$ cat config.mk
export PLATFORM = sky130hd
export DESIGN_NAME = mips_program_loader
export DESIGN_NICKNAME = d
export VERILOG_FILES = /design/src/rtl/mips_program_loader.sv
export SDC_FILE = /design/constraint.sdc
export NUM_CORES = 1
export LEC_CHECK = 0
export CAP_MARGIN = 20
export CORE_ASPECT_RATIO = 0.75
export CORE_UTILIZATION = 38
export CTS_BUF_LIST = sky130_fd_sc_hd__clkbuf_8
export CTS_CLUSTER_SIZE = 25
export DETAILED_ROUTE_END_ITERATION = 10
export PLACE_DENSITY = 0.85
export SLEW_MARGIN = 10
export SYNTH_ARGS = -nofsm -noshare
export SYNTH_HDL_FRONTEND = slang
export SYNTH_SLANG_ARGS = --single-unit
$ cat constraint.sdc
create_clock -name clk -period 4.9 [get_ports clk]
set_clock_uncertainty 0.15 [all_clocks]
set_input_delay 0.98 -clock clk [delete_from_list [all_inputs] [get_ports clk]]
set_output_delay 0.98 -clock clk [all_outputs]
set_load 0.005 [all_outputs]
$ cat src/rtl/mips_program_loader.sv
// Instruction encoder/loader: packs symbolic MIPS instructions into 32-bit words
// and streams them into instruction memory through a one-entry encode stage.
module mips_program_loader #(
    parameter int ADDR_WIDTH = 8,
    parameter int BASE_ADDR  = 0
) (
    input  logic                  clk,
    input  logic                  rst,
    input  logic                  start,
    input  logic                  in_valid,
    output logic                  in_ready,
    input  logic [2:0]            in_kind,
    input  logic [4:0]            in_rs,
    input  logic [4:0]            in_rt,
    input  logic [4:0]            in_rd,
    input  logic [4:0]            in_shamt,
    input  logic [5:0]            in_funct,
    input  logic [15:0]           in_imm,
    input  logic [25:0]           in_target,
    input  logic                  in_last,
    output logic                  imem_we,
    input  logic                  imem_ready,
    output logic [ADDR_WIDTH-1:0] imem_addr,
    output logic [31:0]           imem_wdata,
    output logic                  busy,
    output logic                  done,
    output logic [ADDR_WIDTH:0]   word_count,
    output logic                  err_illegal,
    output logic                  err_overflow
);

    typedef enum logic [1:0] {
        S_IDLE,
        S_LOAD,
        S_DRAIN,
        S_DONE
    } state_t;

    typedef enum logic [2:0] {
        K_LW   = 3'd0,
        K_SW   = 3'd1,
        K_R    = 3'd2,
        K_ADDI = 3'd3,
        K_BEQ  = 3'd4,
        K_J    = 3'd5
    } kind_t;

    localparam logic [ADDR_WIDTH-1:0] ADDR_MAX  = '1;
    localparam logic [ADDR_WIDTH-1:0] BASE      = ADDR_WIDTH'(BASE_ADDR);
    localparam logic [ADDR_WIDTH-1:0] PTR_ONE   = ADDR_WIDTH'(1);
    localparam logic [ADDR_WIDTH:0]   COUNT_ONE = (ADDR_WIDTH + 1)'(1);

    state_t                state, state_n;
    logic [ADDR_WIDTH-1:0] ptr;
    logic [31:0]           stage_word;
    logic                  stage_full;
    logic                  last_seen;

    logic write;
    logic accept;
    logic legal;
    logic at_max;
    logic overflow_set;

    function automatic logic [31:0] encode(
        input logic [2:0]  kind,
        input logic [4:0]  rs,
        input logic [4:0]  rt,
        input logic [4:0]  rd,
        input logic [4:0]  shamt,
        input logic [5:0]  funct,
        input logic [15:0] imm,
        input logic [25:0] target
    );
        case (kind)
            K_LW:    encode = {6'b100011, rs, rt, imm};
            K_SW:    encode = {6'b101011, rs, rt, imm};
            K_R:     encode = {6'b000000, rs, rt, rd, shamt, funct};
            K_ADDI:  encode = {6'b001000, rs, rt, imm};
            K_BEQ:   encode = {6'b000100, rs, rt, imm};
            K_J:     encode = {6'b000010, target};
            default: encode = '0;
        endcase
    endfunction

    // NOTE: every signal written here gets a default first, so no path can infer a latch.
    always_comb begin
        state_n      = state;
        at_max       = (ptr == ADDR_MAX);
        write        = stage_full & imem_ready;
        legal        = (in_kind <= K_J);
        // The stage may refill in the same cycle it drains, except when the
        // pending word already occupies the last address.
        in_ready     = (state == S_LOAD) & ~last_seen
                     & (~stage_full | write)
                     & ~(at_max & stage_full);
        accept       = in_valid & in_ready;
        overflow_set = (state == S_LOAD) & write & at_max;

        case (state)
            S_IDLE:  if (start) state_n = S_LOAD;
            S_LOAD: begin
                if (accept && in_last) state_n = S_DRAIN;
                else if (overflow_set) state_n = S_DRAIN;
            end
            S_DRAIN: if (!stage_full) state_n = S_DONE;
            S_DONE:  state_n = S_IDLE;
            default: state_n = S_IDLE;
        endcase
    end

    // NOTE: sequential state uses non-blocking assignments so every register
    // samples pre-edge values regardless of statement order.
    always_ff @(posedge clk) begin
        if (rst) begin
            state        <= S_IDLE;
            ptr          <= BASE;
            stage_word   <= '0;
            stage_full   <= 1'b0;
            last_seen    <= 1'b0;
            word_count   <= '0;
            err_illegal  <= 1'b0;
            err_overflow <= 1'b0;
        end else begin
            state <= state_n;
            if (state == S_IDLE && start) begin
                ptr          <= BASE;
                word_count   <= '0;
                err_illegal  <= 1'b0;
                err_overflow <= 1'b0;
                last_seen    <= 1'b0;
            end else begin
                if (write) begin
                    ptr        <= ptr + PTR_ONE;
                    word_count <= word_count + COUNT_ONE;
                    stage_full <= 1'b0;
                end
                // A same-cycle refill overrides the drain above.
                if (accept && legal) begin
                    stage_word <= encode(in_kind, in_rs, in_rt, in_rd, in_shamt,
                                         in_funct, in_imm, in_target);
                    stage_full <= 1'b1;
                end
                if (accept && !legal) err_illegal <= 1'b1;
                if (accept && in_last) last_seen <= 1'b1;
                if (overflow_set) err_overflow <= 1'b1;
            end
        end
    end

    assign imem_we    = stage_full;
    assign imem_addr  = ptr;
    assign imem_wdata = stage_word;
    assign busy       = (state != S_IDLE);
    assign done       = (state == S_DONE);

endmodule
==> results of run 1 <==
placed cells by master (no fill, tap or decap), types with 5 or more instances in the layout:
cell type	count
nor2_1	19
clkbuf_8	5
o21ai_0	20
clkdlybuf4s50_1	129
buf_4	6
a21oi_1	45
nand2b_1	11
nor3_1	13
nand3_1	13
ha_1	7
inv_1	39
a221o_1	16
a2111oi_0	10
nand4_1	21
nand2_1	19
xor2_1	7
xnor2_1	7
dfxtp_1	53
o221ai_1	15
critical path, cell delays in order:
cell and delay, ns:
clkdlybuf4s50_1 0.56, nand2b_2 0.17, o2111ai_4 0.36, inv_2 0.16
clkdlybuf4s50_1 0.51
final timing paths:
path	to	slack (ns)	depth (start not counted)
setup reg to reg	state[0]	2.37	7
hold reg to reg	last_seen	0.33	2
setup / recovery	in_ready	1.03	5
hold / removal	last_seen	0.33	2
report_power, final:
group | switching [W] | internal, W
sequential | 0.0000287 | 0.000470
combinational | 0.000264 | 0.000225
clock | 0.000138 | 0.000203
metrics by stage:
stage	std cells	instance area, um^2	power (W)	utilization
after floorplan	382	3010	0.000789	-
after global placement	582	4310	0.000983	0.575
after detailed placement	582	4310	0.000997	0.575
after CTS	590	4440	0.00134	0.592
after global routing	590	4440	0.00141	0.592
final	590	4440	0.00133	0.592
logic make-up after synthesis:
kind of cell,share of synthesized area
AOI/OAI and AO/OA,0.272
and+or+nand+nor,0.191
buffers and inverters,0.106
DFF,0.353
xor gates and xnor gates,0.0408
adders and majority gates,0.0291
muxes,0.00666
other,0.00125
layout make-up:
cell class	instances	area (um^2)	share of cell area
tap	101	126	0.0284
timing repair buffer	136	1340	0.302
multi-input combinational	251	1630	0.366
inverter	41	154	0.0346
clock inverter	3	65.1	0.0146
sequential	53	1060	0.239
clock buffer	5	68.8	0.0155
sequential cells by signal, summed over array words and instances (netlist names):
signal        flops
imem_addr         8
last_seen         1
err_illegal       1
imem_wdata       30
state             2
err_overflow      1
word_count        9
imem_we           1
per-layer routing:
metal / wire (um) / GRT usage
met1: 4030 / 0.281
met2: 4330 / 0.375
met3: 677 / 0.0427
met4: 108 / 0.0592
met5: 0 / 0
==> metrics, run 1 <==
vias per inst=~5.5; Synth area leader=dfxtp_1; Die X=around 100 um; Max-Cap Viols=0; synthesized flop and latch total=53; final hold vios=0; area grow syn2layout=47.8%; WS Path Type=in -> out; top-area cell type share of the netlist area=0.353; unrepaired setup endpoints after global routing=no; final-report setup violation count=0; Hold WS=0.332 ns; CTS H-tree lvls=2; Pwr per Cell Area=299 nW/um^2; Post-CTS Setup Bufs=0; syn nets=approximately 470; count leader, synth=dfxtp_1; WP data required=3.77 ns; Tot GR Track Use=0.218; # rows=27; Mapped Area=3010 um^2; drt drc=0; worst-margin pin slew=0.893 ns; Setup TNS Final=0 ns; fmax=0.258 GHz; Starting DRT DRC Count=approximately 140; clock root cell=clkbuf_8; antenna cell count=0; Wirelength per Cell=15.5 um; Clk Latency, worst-skew pair=0.30 ns; Slew headroom=0.405; largest net degree at the start of global routing=57; mean post-synth cell area=7.87 um^2; post-cts sizing count=0; P_leak=between 1.5 and 2 nW; post-synthesis sequential area ratio=0.353; PortBufs=130; Final Slew Violations=0; Total Wirelength=slightly above 9000 um; GR Overflow Total=0; share of cells above drive strength 1=0.0429; yosys warns=0; Core ar.=7500 um^2; hold path start=last_seen; ys async rst share=0; status=finished clean; DR pass1 iterations=5; top cells by count, synth=dfxtp_1, a21oi_1, inv_1; R2R Path Start=imem_addr[0]; CTS tree=built; total CTS buffers=5; CP endpoint kind=output pin; Tcrit/Tclk final=0.790; Final ANT Viol Nets=0; GPL Wtd Cong=0.816; first-pass GRT wire length=14700 um; VDD IR max=0.000201 V; vias in the first global route=3103; initial antenna violation count=0; number of synthesized flops with an enable pin=0; post-synth cell types=46; hold buffer count at cts=0; post-placement setup slack=1.02 ns; Final WS setup=1.03 ns; Reg clk slew, reported paths=approximately 0.10 ns; Mapped Cells=382; Hold Path Class=reg -> reg; worst-path fanout max=31; FILL cells=678; ys flop type=dfxtp_1; CTS Sinks=53; Final Critical Period=approximately 3.9 ns; Synth area leaders=dfxtp_1, a21oi_1, a221o_1, inv_1, nand4_1; die height=79.0 um; I/O pin cnt=132; DIE AREA=8280 um^2; Initial Utilization=0.401; Critical Path Source=imem_ready; CP arrival=around 2.7 ns; via count=between 3000 and 4000; Max clock buf depth=2; CP startpoint kind=input port; Post-DP HPWL=6720 um; Nets=572
(Power assumes the default switching activity.)
==> inputs of run 2 (changes only) <==
--- a/config.mk
+++ b/config.mk
@@ -11,7 +11,7 @@
 export CTS_BUF_LIST = sky130_fd_sc_hd__clkbuf_8
 export CTS_CLUSTER_SIZE = 25
 export DETAILED_ROUTE_END_ITERATION = 10
-export PLACE_DENSITY = 0.85
+export PLACE_DENSITY = 0.87
 export SLEW_MARGIN = 10
 export SYNTH_ARGS = -nofsm -noshare
 export SYNTH_HDL_FRONTEND = slang
==> constraint.sdc (replaced) <==
create_clock -name clk -period 3.5 [get_ports clk]
set_clock_uncertainty 0.15 [all_clocks]
set_input_delay 0.7 -clock clk [delete_from_list [all_inputs] [get_ports clk]]
set_output_delay 0.7 -clock clk [all_outputs]
set_load 0.005 [all_outputs]
==> run 2 against run 1 <==
Combinational power rose by 46%. Critical endpoint unchanged. Utilization fell by 0.083 points. Non-clock buffer count rose by 3. Worst setup slack got worse by 0.54 ns. Final cell count rose by 0.51%. Register-to-register slack got worse by 1.2 ns. Sequential share of layout area barely moved. Largest power group is now combinational logic. Die area did not move.
==> metrics, run 2 (synthesis gave the netlist of run 1 again) <==
GPL Wtd Cong=0.843 (+3.3%); I/O pin cnt=132 (unchanged); share of cells above drive strength 1=0.0488 (+0.00584); CP startpoint kind=input port; R2R Setup Slk=1.15 ns (-1.22 ns); Reg clk slew, reported paths=0.10 ns (about the same); vias per inst=5.63 (+2.3%); via count=3339 (+2.8%); fin cells=593 (+0.51%); Clk Latency, worst-skew pair=0.30 ns (about the same); WP data required=2.65 ns (-1.12 ns); most crowded layer after global routing=met2; Tcrit/Tclk final=0.859; status=finished clean; area grow syn2layout=47.6%; Final WS setup=0.494 ns (-0.537 ns); Die X=105 um (unchanged); commonest non-fill, non-tap cell in the layout=clkdlybuf4s50_1; Hold Path Class=reg -> reg; worst-margin pin slew=0.880 ns (-0.0134 ns); post-cts sizing count=0 (unchanged); VDD IR max=0.000236 V (+17%); Max clock buf depth=2 (unchanged); DIE AREA=8280 um^2 (unchanged); die height=79.0 um (unchanged); WS Path Type=in -> out; CTS Sinks=53 (unchanged); CP arrival=2.16 ns (-0.58 ns); Final ANT Viol Nets=0 (unchanged); Total Wirelength=9630 um (+5.2%); total CTS buffers=5 (unchanged); # rows=27 (unchanged); Final Slew Violations=0 (unchanged); Post-CTS Setup Bufs=0 (unchanged); CTS tree=built; fmax=0.333 GHz; clock root cell=clkbuf_8; Slew headroom=0.414 (+0.00893); Cells on Worst Hold Path=2 (unchanged); DR pass1 iterations=5 (unchanged); unrepaired setup endpoints after global routing=no; Nets=575 (+0.52%); Initial Utilization=0.401 (unchanged); post-placement setup slack=0.512 ns (-0.507 ns); Largest register FFs=30 (unchanged); Core ar.=7500 um^2 (unchanged); final-report setup violation count=0 (unchanged); GRT met3 Usage=0.0443 (+0.00164); worst-path fanout max=6 (-81%); endpoint of the worst register-to-register path=imem_wdata[8]; PortBufs=130 (unchanged); drt drc=0 (unchanged); GR Overflow Total=0 (unchanged); hold buffer count at cts=0 (unchanged); P_leak=1.61 nW (about the same); largest net degree at the start of global routing=57 (unchanged); Starting DRT DRC Count=190 (+37%); first-pass GRT wire length=15500 um (+5.3%); Pwr per Cell Area=403 nW/um^2 (+35%); CTS H-tree lvls=2 (unchanged); Post-Place Cells=584 (+0.34%); Max-Cap Viols=0 (unchanged); initial antenna violation count=0 (unchanged); Post-DP HPWL=7040 um (+4.8%); Setup TNS Final=0 ns (unchanged); hold path start=imem_wdata[7]; Wirelength per Cell=16.2 um (+4.7%); WHS Endpoint=imem_wdata[7]; antenna cell count=0 (unchanged); most frequent cells in the layout=clkdlybuf4s50_1, dfxtp_1, a21oi_1; CP endpoint kind=output pin; r2r worst-path depth=7 (unchanged); GR Util met2=0.389 (+0.0139); vias in the first global route=3201 (+3.2%); GR met1 Demand/Resource=0.303 (+0.0221); R2R Path Start=state[0]; Final Critical Period=3.01 ns; final hold vios=0 (unchanged); Tot GR Track Use=0.233 (+0.0146)
run 2: cell count changes in the layout (fill, tap and decap cells not counted), sizes merged:
cell,previous run,this run
bufinv,2,0
clkbuf,5,7
buf,7,10
run 2: through the flow:
| step | hold WS [ns] | util | instance area, um^2 | power (W) |
|---|---|---|---|---|
| after floorplan | 0.287 | - | 3010 | 0.00110 |
| after global placement | 0.309 | 0.577 | 4320 | 0.00139 |
| after detailed placement | 0.321 | 0.577 | 4320 | 0.00142 |
| after CTS | 0.335 | 0.590 | 4430 | 0.00179 |
| after global routing | 0.360 | 0.592 | 4440 | 0.00189 |
| final | 0.334 | 0.592 | 4440 | 0.00179 |
run 2: final cells by class:
class                   instances  area, um^2
clock inverters                 1        5.00
clock buffers                   7        96.3
inverters                      41         154
multi-input cells             251        1630
well taps                     101         126
flip-flops and latches         53        1060
fillers                       670        3060
repair buffers                139        1370
run 2: routing by layer:
| metal | routed length (um) | vias to the layer above | share of wire |
|---|---|---|---|
| li1 | - | 1601 | - |
| met3 | 709 | 19 | 0.074 |
| met1 | 4320 | 1553 | 0.45 |
| met5 | 0 | - | 0 |
| met4 | 196 | 0 | 0.020 |
| met2 | 4410 | 166 | 0.46 |
run 2: where the power goes:
part / switching (W) / internal [W]
registers: 0.0000421 / 0.000658
logic: 0.000390 / 0.000323
clock network: 0.000195 / 0.000179
total: 0.000627 / 0.00116
run 2: how the worst max path moves through the flow:
stage	from	to	slack, ns
floorplan	imem_addr[0]	in_ready	1.40
finish	imem_ready	in_ready	0.49
global route	imem_ready	in_ready	0.45
CTS	imem_ready	in_ready	0.50
detailed placement	imem_ready	in_ready	0.51
global placement	imem_ready	in_ready	0.53
run 2: worst max-delay path, stage by stage:
cell and delay, ns:
clkdlybuf4s50_1 0.57, nand2b_2 0.18, o2111ai_4 0.12, inv_2 0.09, clkdlybuf4s50_1 0.50
==> inputs of run 3 (changes only) <==
--- a/config.mk
+++ b/config.mk
@@ -12,7 +12,7 @@
 export CTS_CLUSTER_SIZE = 25
 export DETAILED_ROUTE_END_ITERATION = 10
 export PLACE_DENSITY = 0.87
-export SLEW_MARGIN = 10
+export SLEW_MARGIN = 0
 export SYNTH_ARGS = -nofsm -noshare
 export SYNTH_HDL_FRONTEND = slang
 export SYNTH_SLANG_ARGS = --single-unit
==> results of run 3 <==
Final layout, timing and power as in run 2 (identical DEF).
